===== config.mk =====
export PLATFORM = sky130hd
export DESIGN_NAME = nx1_prn
export DESIGN_NICKNAME = d
export VERILOG_FILES = /design/src/rtl/nx1_prn.sv
export SDC_FILE = /design/constraint.sdc
export NUM_CORES = 1
export LEC_CHECK = 0
export CAP_MARGIN = 5
export CORE_UTILIZATION = 50
export CTS_BUF_LIST = sky130_fd_sc_hd__clkbuf_16
export CTS_CLUSTER_DIAMETER = 60
export DETAILED_ROUTE_END_ITERATION = 10
export DONT_BUFFER_PORTS = 1
export SLEW_MARGIN = 20
export SYNTH_ARGS = -nofsm -noshare
export SYNTH_HDL_FRONTEND = slang
export SYNTH_SLANG_ARGS = --single-unit

===== constraint.sdc =====
create_clock -name I_CLK -period 3.8 [get_ports I_CLK]
set_input_delay 0.95 -clock I_CLK [delete_from_list [all_inputs] [get_ports I_CLK]]
set_output_delay 0.95 -clock I_CLK [all_outputs]
set_load 0.05 [all_outputs]

===== src/rtl/nx1_prn.sv =====
// Centronics printer port back end: synchronizes the PIA strobe, captures the
// data byte into a first-word-fall-through FIFO and drives the BUSY/ACK handshake.
module nx1_prn #(
   parameter int FIFO_AW    = 3,
   parameter int BUSY_HOLD  = 4,
   parameter int ACK_CYCLES = 16
) (
   input  logic               I_CLK,
   input  logic               I_RESET,
   input  logic [7:0]         I_PD,
   input  logic               I_STB_N,
   output logic               O_BUSY,
   output logic               O_ACK_N,
   output logic [7:0]         O_Q_DATA,
   output logic               O_Q_VALID,
   input  logic               I_Q_READY,
   output logic [FIFO_AW:0]   O_LEVEL,
   output logic [1:0]         O_ERR,
   input  logic               I_ERR_CLR
);

   localparam int DEPTH = 2 ** FIFO_AW;

   typedef enum logic [1:0] {IDLE, HOLD, ACK} state_t;

   state_t             state_q, state_d;
   logic [7:0]         cnt_q, cnt_d;
   logic               s1_q, s2_q, s3_q;
   logic [1:0]         fill_q;
   logic               armed_q, armed_d;
   logic [7:0]         mem_q [DEPTH];
   logic [FIFO_AW-1:0] wptr_q, rptr_q;
   logic [FIFO_AW:0]   level_q;
   logic [7:0]         last_q;
   logic [1:0]         err_q, err_d;
   logic [1:0]         errSet;
   logic               fall, full, pop, push;

   assign fall = s3_q & ~s2_q & armed_q;
   assign full = (level_q == (FIFO_AW+1)'(DEPTH));
   assign pop  = (level_q != '0) & I_Q_READY;

   // The synchronizer presets to ones on reset; fill_q marks when s2 holds a
   // genuinely sampled strobe, so a strobe held low across reset never arms.
   assign armed_d = armed_q | (fill_q[1] & s2_q);

   always_ff @(posedge I_CLK) begin
      if (I_RESET) begin
         s1_q    <= 1'b1;
         s2_q    <= 1'b1;
         s3_q    <= 1'b1;
         fill_q  <= 2'b00;
         armed_q <= 1'b0;
         state_q <= IDLE;
         cnt_q   <= 8'd0;
         err_q   <= 2'b00;
      end else begin
         s1_q    <= I_STB_N;
         s2_q    <= s1_q;
         s3_q    <= s2_q;
         fill_q  <= {fill_q[0], 1'b1};
         armed_q <= armed_d;
         state_q <= state_d;
         cnt_q   <= cnt_d;
         err_q   <= err_d;
      end
   end

   always_comb begin
      state_d = state_q;
      cnt_d   = cnt_q;
      push    = 1'b0;
      errSet  = 2'b00;
      O_BUSY  = 1'b0;
      O_ACK_N = 1'b1;
      unique case (state_q)
         IDLE: begin
            O_BUSY = full;
            if (fall) begin
               if (!full || pop) push = 1'b1;
               else              errSet[0] = 1'b1;
               state_d = HOLD;
               cnt_d   = 8'(BUSY_HOLD - 1);
            end
         end
         HOLD: begin
            O_BUSY = 1'b1;
            if (fall) errSet[1] = 1'b1;
            if (cnt_q != 8'd0) begin
               cnt_d = cnt_q - 8'd1;
            end else if (s2_q) begin
               state_d = ACK;
               cnt_d   = 8'(ACK_CYCLES - 1);
            end
         end
         ACK: begin
            O_BUSY  = 1'b1;
            O_ACK_N = 1'b0;
            if (fall) errSet[1] = 1'b1;
            if (cnt_q == 8'd0) state_d = IDLE;
            else               cnt_d   = cnt_q - 8'd1;
         end
         default: state_d = IDLE;
      endcase
      err_d = (err_q & ~{2{I_ERR_CLR}}) | errSet;
   end

   always_ff @(posedge I_CLK) begin
      if (push) mem_q[wptr_q] <= I_PD;
   end

   // last_q keeps the most recently popped byte visible once the FIFO drains.
   always_ff @(posedge I_CLK) begin
      if (I_RESET) begin
         wptr_q  <= '0;
         rptr_q  <= '0;
         level_q <= '0;
         last_q  <= 8'h00;
      end else begin
         if (push) wptr_q <= wptr_q + 1'b1;
         if (pop) begin
            rptr_q <= rptr_q + 1'b1;
            last_q <= mem_q[rptr_q];
         end
         if (push && !pop)      level_q <= level_q + 1'b1;
         else if (pop && !push) level_q <= level_q - 1'b1;
      end
   end

   assign O_Q_VALID = (level_q != '0);
   assign O_Q_DATA  = O_Q_VALID ? mem_q[rptr_q] : last_q;
   assign O_LEVEL   = level_q;
   assign O_ERR     = err_q;

endmodule


==> results of run 1 <==
routing by layer:
layer  global-route usage (%)  vias to the layer above
met3                     3.71                        7
met2                     29.8                       45
li1                         -                     1268
met1                     27.8                     1269
met4                     8.21                        0
met5                        0                        -
worst reg2reg max path: stages, from the launching register on:
cell     delay [ps]
dfxtp_1         530
or4b_1          690
o21ai_2         230
inv_1            70
ha_1            190
inv_1           130
ha_1            250
a21o_1          170
a21oi_1         180
mux2i_1         220
mux2_2          340
cell families (layout without fill, tap and decap cells):
family	after synthesis	after routing
mux	29	29
simple gates	76	76
buf+inv	31	49
flops	103	103
fa+ha+maj	12	12
compound gates	72	72
xor+xnor	6	6
power groups by stage:
| stage | sequential, mW | clock [mW] | combinational, mW |
|---|---|---|---|
| floorplan | 1.38 | 0 | 0.850 |
| global placement | 1.37 | 0 | 1.14 |
| detailed placement | 1.38 | 0 | 1.15 |
| CTS | 1.35 | 0.884 | 1.16 |
| global route | 1.36 | 0.929 | 1.22 |
| finish | 1.35 | 0.864 | 1.14 |
path summary, 6_finish.rpt:
kind | startpoint | end | slack (ps) | cells after the start
min reg2reg | s1_q | s2_q | 420 | 1
min | s1_q | s2_q | 420 | 1
max reg2reg | O_LEVEL[1] | O_LEVEL[3] | 680 | 10
max | O_LEVEL[0] | O_Q_DATA[2] | 520 | 4
sequential cells by signal (all words and copies together), names as in the netlist, named ones only:
name     count
rptr_q       3
wptr_q       3
O_ERR        2
O_LEVEL      4
s1_q         1
cnt_q        8
last_q       8
fill_q       2
state_q      2
mem_q       64
armed_q      1
s3_q         1
s2_q         1
stage by stage:
step / area [sq um] / worst slack, ps / total power [mW] / utilization (%)
detailed placement: 4630 / 681 / 2.53 / 55.3
finish: 4910 / 524 / 3.35 / 58.6
floorplan: 4420 / 178 / 2.23 / -
CTS: 4910 / 459 / 3.39 / 58.6
global placement: 4630 / 765 / 2.51 / 55.3
global route: 4910 / 403 / 3.51 / 58.6
layout make-up:
| class | instances | area share [%] |
|---|---|---|
| clock buffer | 9 | 4.58 |
| timing repair buffer | 20 | 3.31 |
| multi-input combinational | 195 | 32.3 |
| inverter | 14 | 1.07 |
| sequential | 103 | 55.0 |
| tap | 105 | 2.67 |
| clock inverter | 6 | 1.07 |
cells in the final DEF (no fill, tap or decap), types with 2 or more instances in the layout:
cell and n:
a21o_1 4, a21oi_1 29, a21oi_2 4, a311oi_1 2
a31o_1 2, a31oi_1 3, buf_4 19, clkbuf_16 9
clkinvlp_4 2, dfxtp_1 39, edfxtp_1 64, ha_1 11
inv_1 14, inv_6 2, mux2i_1 12, mux4_2 16
nand2_1 9, nand2b_1 3, nand4_1 5, nor2_1 32
nor2b_1 4, nor3_1 4, nor3b_1 2, o211ai_1 4
o21ai_0 12, o21ba_2 2, or2_2 4, or4b_1 3
xnor2_1 2, xor2_1 4
==> reports/metrics.cfg, run 1 <==
[detailed_routing]
routed-wl-met2_mm = 3.72
maxUsedRoutingLayer = met4
vias = 2589
drtIter0Drc = 136
drcViolationCount = 0
wl_met3_um = 371
routed_wl_mm = 8.11
met1_length_mm = 3.94
routed_via_density = 5.73
wl_per_cell_um = 17.9
first_pass_iters = 4
detail-route-antenna-nets = 0

[layout]
regArea_sq_um = 2700
nFillCells = 673
finalNetCount = 368
layoutNonFillerInstCount = 452
multi_input_area_sq_um = 1590
antenna_cells = 0
drive_above_1_share_pct = 19.6
areaGrowthSynthToFinish_pct = 11.2

[synthesis]
ys_seq_elements = 103
ys_async_sr_fraction_pct = 0
synth_top_flop_cell = edfxtp_1
synthTopCellsByArea = edfxtp_1 (44%), dfxtp_1 (18%), mux4_2 (8.2%), a21oi_1 (3.3%), ha_1 (3.1%)
synth_fp_nets = 354
syn_avg_cell_area_sq_um = 13.4
synthSimpleGateAreaFrac_pct = 9.29
synth_xor_area_share_pct = 1.19
synth_warnings = 0
synth_top_family_by_area = multiplexers
yosysSeqAreaShare_pct = 61.2
netlist.area_leader.share_pct = 43.5
ys_types = 52
netlist_area_sq_um = 4420
synth_top_cell_by_area = edfxtp_1
synthAdderAreaFrac_pct = 3.57
synth-edff-count = 64
netlist_instances = 329
synthMuxAreaShare_pct = 11.1
synth_compound_area_share_pct = 10.7
synth_common_cells = edfxtp_1 (64), dfxtp_1 (39), nor2_1 (32)
yosysMostFrequentCell = edfxtp_1

[clock_network]
cts_buffers = 9
cts_root_buf = clkbuf_16
cts.repair.resized = 0
clock_sinks = 103
worstSkewPairLatency_ps = 340
cts_setup_buffers = 0
htreeDepth = 3
clockBufferDepth = 2
postCtsHoldBufs = 0
cts_tree = done
clkTransAtPathRegs_ps = 70

[status]
outcome = finished clean

[timing]
fmax_mhz = 305
drv_slew = 0
setup_tns_ps = 0
finalCritPeriodShare_pct = 86.2
slew-limit-headroom_pct = 34.4
min_period_ps = 3280
finalSetupViolations = 0
rsz0062_at_grt = false
finalHoldViolations = 0
worst_hold_slack_ps = 415
fin_skew_ps = 7.25
worstMarginPinSlew_ps = 980

[flow_run]
max-cap-violations = 0

[place]
gp_congestion = 0.812
post-dp-hpwl_mm = 5.38
placed_cells = 437
port_buffers = 0

[setup_path]
required_ps = 2850
crit_chain = buf_4 > or4_1 > a21oi_1 > buf_4
cpPeakStageDelay_ps = 820
crit_arrival_ps = 2330
cp_num_buf_inv = 2
crit_path_frequent_cell = buf_4
crit_fanout = 17
worstSetupStartpointType = flop
crit_family = simple AND/OR/NAND/NOR gates
worstSetupEndpointType = primary output
cpMaxStageDelayCell = or4_1
crit_type = flop to primary output

[floorplan]
die_y_um = 96.0
design.die.area_sq_um = 9210
ios = 30
fp.coreArea_sq_um = 8380
die_w_um = 96.0
initial_core_util_pct = 52.7
placementRows = 33

[power_and_ir_drop]
p_sw_share_pct = 37.5
pwr-share-seq_pct = 40.2
cellLeakagePower_nw = 1.69
intPower_mw = 2.09
power_switching_mw = 1.26
peakVddDrop_mv = 0.546
clock_power_share_pct = 25.8
power_frac_comb_pct = 34.0
power_density_nw_per_um2 = 683

[grt]
grt_overflow = 0
grt_pass1_vias = 2506
grt_usage_pct = 19.7
grt_pass1_wl_mm = 12.9
grt_max_degree = 27
antenna_found_initial = 0

[hold_path]
hold_path_class = flop to flop

Power figures use the tool's default switching activity.
==> run 2: changes to the inputs <==
--- a/config.mk
+++ b/config.mk
@@ -11,6 +11,7 @@
 export CTS_CLUSTER_DIAMETER = 60
 export DETAILED_ROUTE_END_ITERATION = 10
 export DONT_BUFFER_PORTS = 1
+export HOLD_SLACK_MARGIN = 0.02
 export SLEW_MARGIN = 20
 export SYNTH_ARGS = -nofsm -noshare
 export SYNTH_HDL_FRONTEND = slang
==> results of run 2 <==
No change in the layout: final DEF, timing and power equal those of run 1.
